File: config.mk
export PLATFORM = sky130hd
export DESIGN_NAME = counter_driver
export DESIGN_NICKNAME = d
export VERILOG_FILES = /design/src/rtl/counter_driver.sv
export SDC_FILE = /design/constraint.sdc
export NUM_CORES = 1
export LEC_CHECK = 0
export CELL_PAD_IN_SITES_DETAIL_PLACEMENT = 1
export CELL_PAD_IN_SITES_GLOBAL_PLACEMENT = 1
export CORE_AREA = 2 2 135 163
export CTS_CLUSTER_SIZE = 8
export DETAILED_ROUTE_END_ITERATION = 8
export DIE_AREA = 0 0 137 165
export GPL_TIMING_DRIVEN = 0
export PLACE_DENSITY_LB_ADDON = 0.1
export SLEW_MARGIN = 20
export SYNTH_ARGS = -nofsm -noshare
export SYNTH_HDL_FRONTEND = slang
export SYNTH_SLANG_ARGS = --single-unit
export TNS_END_PERCENT = 1
File: constraint.sdc
create_clock -name clk -period 4.9 [get_ports clk]
set_clock_uncertainty 0.1 [all_clocks]
set_input_delay 0.49 -clock clk [delete_from_list [all_inputs] [get_ports clk]]
set_output_delay 0.49 -clock clk [all_outputs]
set_load 0.03 [all_outputs]
File: src/rtl/counter_driver.sv
// counter_driver: host command front-end for one counter block.
// Turns each accepted command into a one-cycle counter strobe.
module counter_driver #(
    parameter int xLen     = 64,
    parameter int READ_LAT = 1
) (
    input  logic            clk,
    input  logic            reset,
    input  logic            cmd_valid,
    output logic            cmd_ready,
    input  logic [1:0]      cmd_op,
    input  logic [xLen-1:0] cmd_data,
    output logic            rsp_valid,
    input  logic            rsp_ready,
    output logic [xLen-1:0] rsp_data,
    output logic            rsp_err,
    output logic            ctr_init,
    output logic [xLen-1:0] ctr_init_val,
    output logic            ctr_start,
    output logic            ctr_return_current_count,
    input  logic [xLen-1:0] ctr_current_count,
    output logic [15:0]     cmd_count
);

    typedef enum logic [1:0] {
        IDLE,
        STROBE,
        WAIT,
        RESP
    } state_t;

    localparam logic [1:0] OP_INIT  = 2'd0;
    localparam logic [1:0] OP_START = 2'd1;
    localparam logic [1:0] OP_READ  = 2'd2;
    localparam logic [1:0] OP_ILL   = 2'd3;

    localparam logic [3:0] LAT = 4'(READ_LAT);

    state_t     state;
    logic [1:0] op_q;
    logic [3:0] wait_cnt;

    // Command FSM; every output is a register cleared by reset.
    always_ff @(posedge clk or negedge reset) begin
        if (!reset) begin
            state                    <= IDLE;
            op_q                     <= OP_INIT;
            wait_cnt                 <= 4'd0;
            cmd_ready                <= 1'b0;
            rsp_valid                <= 1'b0;
            rsp_data                 <= '0;
            rsp_err                  <= 1'b0;
            ctr_init                 <= 1'b0;
            ctr_init_val             <= '0;
            ctr_start                <= 1'b0;
            ctr_return_current_count <= 1'b0;
            cmd_count                <= 16'd0;
        end else begin
            unique case (state)
                IDLE: begin
                    cmd_ready <= 1'b1;
                    if (cmd_valid && cmd_ready) begin
                        op_q      <= cmd_op;
                        cmd_ready <= 1'b0;
                        cmd_count <= cmd_count + 16'd1;
                        ctr_init  <= (cmd_op == OP_INIT);
                        ctr_start <= (cmd_op == OP_START);
                        ctr_return_current_count <= (cmd_op == OP_READ);
                        if (cmd_op == OP_INIT) begin
                            ctr_init_val <= cmd_data;
                        end
                        state <= STROBE;
                    end
                end
                STROBE: begin
                    ctr_init                 <= 1'b0;
                    ctr_start                <= 1'b0;
                    ctr_return_current_count <= 1'b0;
                    if (op_q == OP_READ && LAT != 4'd0) begin
                        wait_cnt <= LAT;
                        state    <= WAIT;
                    end else begin
                        rsp_valid <= 1'b1;
                        rsp_err   <= (op_q == OP_ILL);
                        if (op_q == OP_READ) begin
                            rsp_data <= ctr_current_count;
                        end else begin
                            rsp_data <= '0;
                        end
                        state <= RESP;
                    end
                end
                WAIT: begin
                    if (wait_cnt == 4'd1) begin
                        wait_cnt  <= 4'd0;
                        rsp_data  <= ctr_current_count;
                        rsp_valid <= 1'b1;
                        rsp_err   <= 1'b0;
                        state     <= RESP;
                    end else begin
                        wait_cnt <= wait_cnt - 4'd1;
                    end
                end
                RESP: begin
                    if (rsp_ready) begin
                        rsp_valid <= 1'b0;
                        rsp_err   <= 1'b0;
                        rsp_data  <= '0;
                        cmd_ready <= 1'b1;
                        state     <= IDLE;
                    end
                end
                default: begin
                    state <= IDLE;
                end
            endcase
        end
    end

endmodule

==> results.json, run 1 <==
{
  "timing.slew.headroom": 0.5608,
  "drive_above_1_share": 0.1365,
  "vdd_ir_drop_max_v": 0.0002703,
  "tritoncts.num_buffers": 17,
  "timing.setup.tns_ns": 0,
  "post-route-period-util": 0.4911,
  "outcome": "finished, final reports clean",
  "most_used_cells_in_the_layout_excluding_fill_and_tap_cells": "sky130_fd_sc_hd__clkdlybuf4s50_1, sky130_fd_sc_hd__dfrtp_1, sky130_fd_sc_hd__inv_1, sky130_fd_sc_hd__nand2_1, sky130_fd_sc_hd__mux2i_1",
  "port_buffers": 283,
  "tritoncts": "built",
  "final_antenna_net_count": 0,
  "yosys_warnings": 0,
  "post-dp-hpwl_um": 15090,
  "max_freq_ghz": 0.4155,
  "first_pass_iters": 4,
  "antenna_cells": 0,
  "finalPower_mw": 7.096,
  "power.static_leakage_nw": 4.852,
  "global_route_wire_length_before_repair_um": 30790,
  "tritoncts_num_sinks": 158,
  "max_cap_viols": 0,
  "crit_type": "flop to flop",
  "crit_arrival_ns": 2.64,
  "grt_max_degree": 62,
  "finalMaxSlewViolations": 0,
  "avgRoutedWirePerCell_um": 17.41,
  "worstSetupStartpointType": "flop",
  "number_of_global_route_vias_before_repair": 5681,
  "post_synth_instance_area_sq_um": 6840,
  "final_common_cell": "sky130_fd_sc_hd__clkdlybuf4s50_1",
  "critPathMaxStageDelay_ns": 0.42,
  "via_per_instance_ratio": 4.510,
  "slowest_stage": "sky130_fd_sc_hd__dfrtp_1",
  "buffer_levels_on_the_longest_clock_path": 2,
  "synth.yosys.seq_area_share": 0.5780,
  "die_h_um": 165,
  "remaining_drc_errors": 0,
  "rsz0062_at_grt": "no",
  "hold_slack_ns": 0.3733,
  "critical_path.cell_chain": "inv_1, ha_1, clkbuf_1, o31ai_4, nand3_1, buf_4, buf_4, mux2i_1",
  "pin_count": 284,
  "cts_setup_buffers": 0,
  "global_route.usage.total": 0.1777,
  "core_region_area_sq_um": 20900,
  "syn-instance-count": 540,
  "num_vias": 5083,
  "initial_antenna_violation_count": 0,
  "ys_ff_latch": 158,
  "hold_violations": 0,
  "placementRows": 58,
  "h_tree_lvls": 4,
  "cts.root.buffer_cell": "sky130_fd_sc_hd__clkbuf_16",
  "postSynthAreaPerCell_sq_um": 12.67,
  "drt-total-wl_um": 19620,
  "die_x_um": 137,
  "gr-total-overflow": 0,
  "tightestPinTransition_ns": 0.6538,
  "worst_path_most_repeated_cell": "sky130_fd_sc_hd__buf_4",
  "finalSetupViolations": 0,
  "min_period_ns": 2.407,
  "dr.first_iter.drc_count": 160,
  "syn-num-nets": 682,
  "worstSetupEndpointType": "flop",
  "dieArea_sq_um": 22610,
  "finish.net_count": 987,
  "synth_cell_type_count": 33,
  "clock_insertion_delay_worst_skew_ns": 0.42,
  "cellPowerDensity_nw_per_um2": 667.0,
  "floorplan.initialDensity": 0.3273,
  "clkSlewWorstSetupHoldPaths_ns": 0.06,
  "growth_of_design_area_from_synthesis_to_finish_pct": 55.51,
  "place.gp.congestion": 0.7592,
  "critical_path_peak_fanout": 10,
  "holdCritPathClass": "flop to flop",
  "timing.critical_path.required_ns": 5.13
}
## area by class of cell
| class | count | area [sq um] |
|---|---|---|
| clock buffer | 20 | 446.7 |
| sequential | 158 | 3954 |
| multi-input combinational | 286 | 2457 |
| inverter | 72 | 270.3 |
| tap | 270 | 337.8 |
| fill | 2177 | 10260 |
| buffer | 24 | 158.9 |
| clock inverter | 11 | 110.1 |
| timing repair buffer | 286 | 2903 |
## stage by stage
stage | util | cells | setup WS (ns) | cell area, sq um
3_3_place_gp | 0.4790 | 1093 | -3.336 | 10010
6_report | 0.5090 | 1127 | 2.493 | 10640
4_1_cts | 0.5090 | 1127 | 2.373 | 10640
5_1_grt | 0.5090 | 1127 | 2.241 | 10640
3_5_place_dp | 0.4819 | 1095 | 2.371 | 10070
2_1_floorplan | - | 540 | 2.846 | 6840
## per-layer routing
layer | share of wire | routed length (um) | vias to the layer above | global-route usage
li1 | - | - | 2367 | -
met1 | 0.39 | 7603 | 2519 | 0.2003
met2 | 0.53 | 10310 | 184 | 0.3189
met3 | 0.078 | 1522 | 13 | 0.06016
met4 | 0.0094 | 184 | 0 | 0.04686
met5 | 0 | 0 | - | 0
## synth_stat cells, drive strengths merged
master	number	area (sq um)
a21oi	7	35.03
and3	3	18.77
and2	1	6.260
xnor2	10	87.58
clkbuf	9	33.78
nor2b	3	18.77
xor2	5	43.79
inv	72	270.3
a22o	1	8.760
nor4	1	6.260
nor3b	2	15.01
mux2i	65	650.6
o31a	1	8.760
nor2	4	15.01
mux2	68	949.7
nand2	72	270.3
o22ai	1	6.260
dfrtp	158	3954
and4	1	8.760
a31oi	2	12.51
or3	2	12.51
nand3	10	55.05
nand4	4	25.02
o21ai	8	40.04
o31ai	1	21.27
buf	15	125.1
ha	8	100.1
nor3	3	15.01
o2bb2ai	3	26.28
## worst max-delay path, delay by kind of cell (launching register included)
kind	cells	cell delay [ns]
fa+ha+maj	1	0.15
buf+inv	4	1.02
mux	1	0.23
flops	1	0.42
compound gates	1	0.21
simple gates	1	0.17
## kinds of logic after synthesis
logic type                 synth area share
xor gates and xnor gates            0.01921
DFF                                  0.5780
and+or+nand+nor                     0.06823
muxes                                0.2339
AOI/OAI and AO/OA                   0.02323
buffers and inverters               0.06274
adders and majority gates           0.01463
## state kept, by name (all words and copies together), names as in the netlist
| name | count |
|---|---|
| wait_cnt | 4 |
| cmd_ready | 1 |
| op_q | 2 |
| ctr_init | 1 |
| rsp_data | 64 |
| rsp_err | 1 |
| ctr_init_val | 64 |
| state | 2 |
| cmd_count | 16 |
| ctr_start | 1 |
| ctr_return_current_count | 1 |
| rsp_valid | 1 |
## where the power goes
part | switching, mW | internal [mW]
Sequential | 0.323 | 1.82
Clock | 0.536 | 0.715
Combinational | 2.03 | 1.67
## what timing repair did
action / CTS / global route
gates resized for setup: 0 / 0
hold buffers: 1 / 0
hold endpoints to repair: 45 / 0
## final timing paths
kind	from	end	slack (ns)	cells after the start
max in group asynchronous	reset	ctr_init$_DFFE_PN0P_	3.30	4
min in group asynchronous	reset	rsp_data[30]$_DFFE_PN0P_	0.46	2
setup / recovery	state[0]$_DFFE_PN0P_	rsp_data[43]$_DFFE_PN0P_	2.49	8
hold reg to reg	cmd_count[15]$_DFFE_PN0P_	cmd_count[15]$_DFFE_PN0P_	0.37	1
hold / removal	cmd_count[15]$_DFFE_PN0P_	cmd_count[15]$_DFFE_PN0P_	0.37	1
setup reg to reg	state[0]$_DFFE_PN0P_	rsp_data[43]$_DFFE_PN0P_	2.49	8
No activity file was read; power rests on OpenSTA's default activity.
==> run 2, diff against run 1 <==
- clock period: 4.9 -> 2.36 ns (I/O delays scaled with it)
==> run 2 against run 1 <==
  * Worst setup slack lost 2.4 ns
  * Cell count is essentially flat
  * Clock power grew 110%
  * Sequential power grew 110%
  * First-iteration DRC count shrank 11%
  * Combinational power grew 110%
  * Register-to-register slack lost 2.4 ns
  * Worst hold slack lost 0.16 ns
  * Routed wire length is essentially flat
  * Largest power group unchanged
  * Highest routed layer unchanged
==> results.json, run 2 (same netlist as run 1, synthesis figures left out) <==
{
  "outcome": "finished, final reports clean",
  "growth_of_design_area_from_synthesis_to_finish_pct": 55.77,
  "finish.net_count": 986,
  "rr_endpoint": "ctr_init_val[51]$_DFFE_PN0P_",
  "max_cap_viols": 0,
  "power.static_leakage_nw": 4.852,
  "tritoncts.num_buffers": 17,
  "worstSetupStartpointType": "flop",
  "crit_arrival_ns": 2.48,
  "pin_count": 284,
  "multi_input_area_sq_um": 2475,
  "biggest_regs": "ctr_init_val (64), rsp_data (64), cmd_count (16)",
  "most_used_cells_in_the_layout_excluding_fill_and_tap_cells": "sky130_fd_sc_hd__clkdlybuf4s50_1, sky130_fd_sc_hd__dfrtp_1, sky130_fd_sc_hd__inv_1, sky130_fd_sc_hd__nand2_1, sky130_fd_sc_hd__mux2i_1",
  "die_x_um": 137,
  "finalMaxSlewViolations": 0,
  "netSwitchingFraction": 0.4070,
  "global_route_wire_length_before_repair_um": 30790,
  "worstReg2RegStart": "state[1]$_DFFE_PN0P_",
  "clock_insertion_delay_worst_skew_ns": 0.42,
  "power.share.sequential": 0.302,
  "final_common_cell": "sky130_fd_sc_hd__clkdlybuf4s50_1",
  "timing.slew.headroom": 0.5664,
  "core_region_area_sq_um": 20900,
  "remaining_drc_errors": 0,
  "dr.first_iter.drc_count": 142,
  "post-route-period-util": 0.9648,
  "power.combinational.fraction": 0.521,
  "gr-total-overflow": 0,
  "num_vias": 5084,
  "net-switching-power_mw": 6.007,
  "hold_violations": 0,
  "tritoncts": "built",
  "holdCritPathClass": "input pin to async pin",
  "finalPower_mw": 14.76,
  "crit_type": "flop to flop",
  "worstSetupEndpointType": "flop",
  "drive_above_1_share": 0.1414,
  "post_layout_nonfiller_instances": 1126,
  "floorplan.initialDensity": 0.3273,
  "max_freq_ghz": 0.4392,
  "buffer_levels_on_the_longest_clock_path": 2,
  "drt-total-wl_um": 19620,
  "cts_setup_buffers": 0,
  "global_route.usage.total": 0.1777,
  "critical_path_peak_fanout": 10,
  "placed_cells_incl_taps": 1095,
  "tightestPinTransition_ns": 0.6436,
  "cts.root.buffer_cell": "sky130_fd_sc_hd__clkbuf_16",
  "h_tree_lvls": 4,
  "post-dp-hpwl_um": 15090,
  "die_h_um": 165,
  "place.gp.congestion": 0.7592,
  "number_of_global_route_vias_before_repair": 5681,
  "final_antenna_net_count": 0,
  "via_per_instance_ratio": 4.515,
  "filler_cell_count": 2177,
  "tritoncts_num_sinks": 158,
  "avgRoutedWirePerCell_um": 17.42,
  "clkSlewWorstSetupHoldPaths_ns": 0.06,
  "antenna_cells": 0,
  "pwr-share-clk": 0.176,
  "rsz0062_at_grt": "yes",
  "initial_antenna_violation_count": 0,
  "timing.critical_path.required_ns": 2.56,
  "crit_start": "state[1]$_DFFE_PN0P_",
  "vdd_ir_drop_max_v": 0.0005603,
  "r2r_cells": 8,
  "placementRows": 58,
  "grt_max_degree": 62,
  "cellPowerDensity_nw_per_um2": 1385,
  "area.sequential_sq_um": 3954,
  "finalSetupViolations": 0,
  "port_buffers": 283,
  "dieArea_sq_um": 22610,
  "first_pass_iters": 4,
  "power.internal_mw": 8.750,
  "regToRegSetupSlack_ns": 0.08,
  "min_period_ns": 2.277
}
## run 2: worst max-delay path by stage
stage                                         to  slack (ns)
finish              ctr_init_val[51]$_DFFE_PN0P_        0.08
global route            rsp_data[43]$_DFFE_PN0P_       -0.04
CTS                     rsp_data[52]$_DFFE_PN0P_       0.004
detailed placement      rsp_data[52]$_DFFE_PN0P_       -0.14
global placement    ctr_init_val[54]$_DFFE_PN0P_       -5.62
floorplan           ctr_init_val[13]$_DFFE_PN0P_        0.31
## run 2: final cells by class
type,instances,share of cell area
plain buffers,23,0.01491
clock buffers,20,0.04192
clock inverters,11,0.01033
inverters,72,0.02536
multi-input cells,286,0.2323
flip-flops and latches,158,0.3711
well taps,270,0.03171
repair buffers,286,0.2724
## run 2: what timing repair did
action / in CTS / in global routing
endpoints found under the setup margin: 41 / 91
resized for setup: 1 / 5
endpoints found under the hold margin: 97 / 0
hold buffers: 1 / 0
## run 2: worst max-delay path: stages (launching register included)
cell,delay (ns)
sky130_fd_sc_hd__dfrtp_1,0.41
sky130_fd_sc_hd__inv_1,0.14
sky130_fd_sc_hd__ha_1,0.17
sky130_fd_sc_hd__clkbuf_4,0.19
sky130_fd_sc_hd__nand3_4,0.11
sky130_fd_sc_hd__or3_1,0.37
sky130_fd_sc_hd__buf_6,0.18
sky130_fd_sc_hd__buf_6,0.17
sky130_fd_sc_hd__mux2_4,0.31
## run 2: power by group through the flow
stage,clock [mW],combinational (mW),sequential [mW]
6_report,2.60,7.69,4.46
5_1_grt,2.82,8.19,4.62
4_1_cts,2.70,7.81,4.47
3_5_place_dp,0,7.77,4.51
3_3_place_gp,0,7.61,4.43
2_1_floorplan,0,2.60,6.46
## run 2: per-stage QoR
step | hold WS (ns) | area (sq um) | utilization | setup TNS (ns) | setup WS (ns)
floorplan | -0.1596 | 6840 | - | 0 | 0.3060
global placement | 0.3623 | 10010 | 0.4790 | -886.80 | -5.622
detailed placement | 0.06101 | 10070 | 0.4819 | -3.326 | -0.1386
CTS | 0.2059 | 10640 | 0.5089 | 0 | 0.004456
global route | 0.2302 | 10660 | 0.5098 | -1.248 | -0.04268
finish | 0.2086 | 10660 | 0.5098 | 0 | 0.08307
## run 2: layer usage
metal,routed length [um],part of all wire,up-vias,global-route usage
li1,-,-,2367,-
met1,7620,0.39,2522,0.2003
met2,10300,0.53,182,0.3189
met3,1512,0.077,13,0.06016
met4,184,0.0094,0,0.04686
met5,0,0,-,0
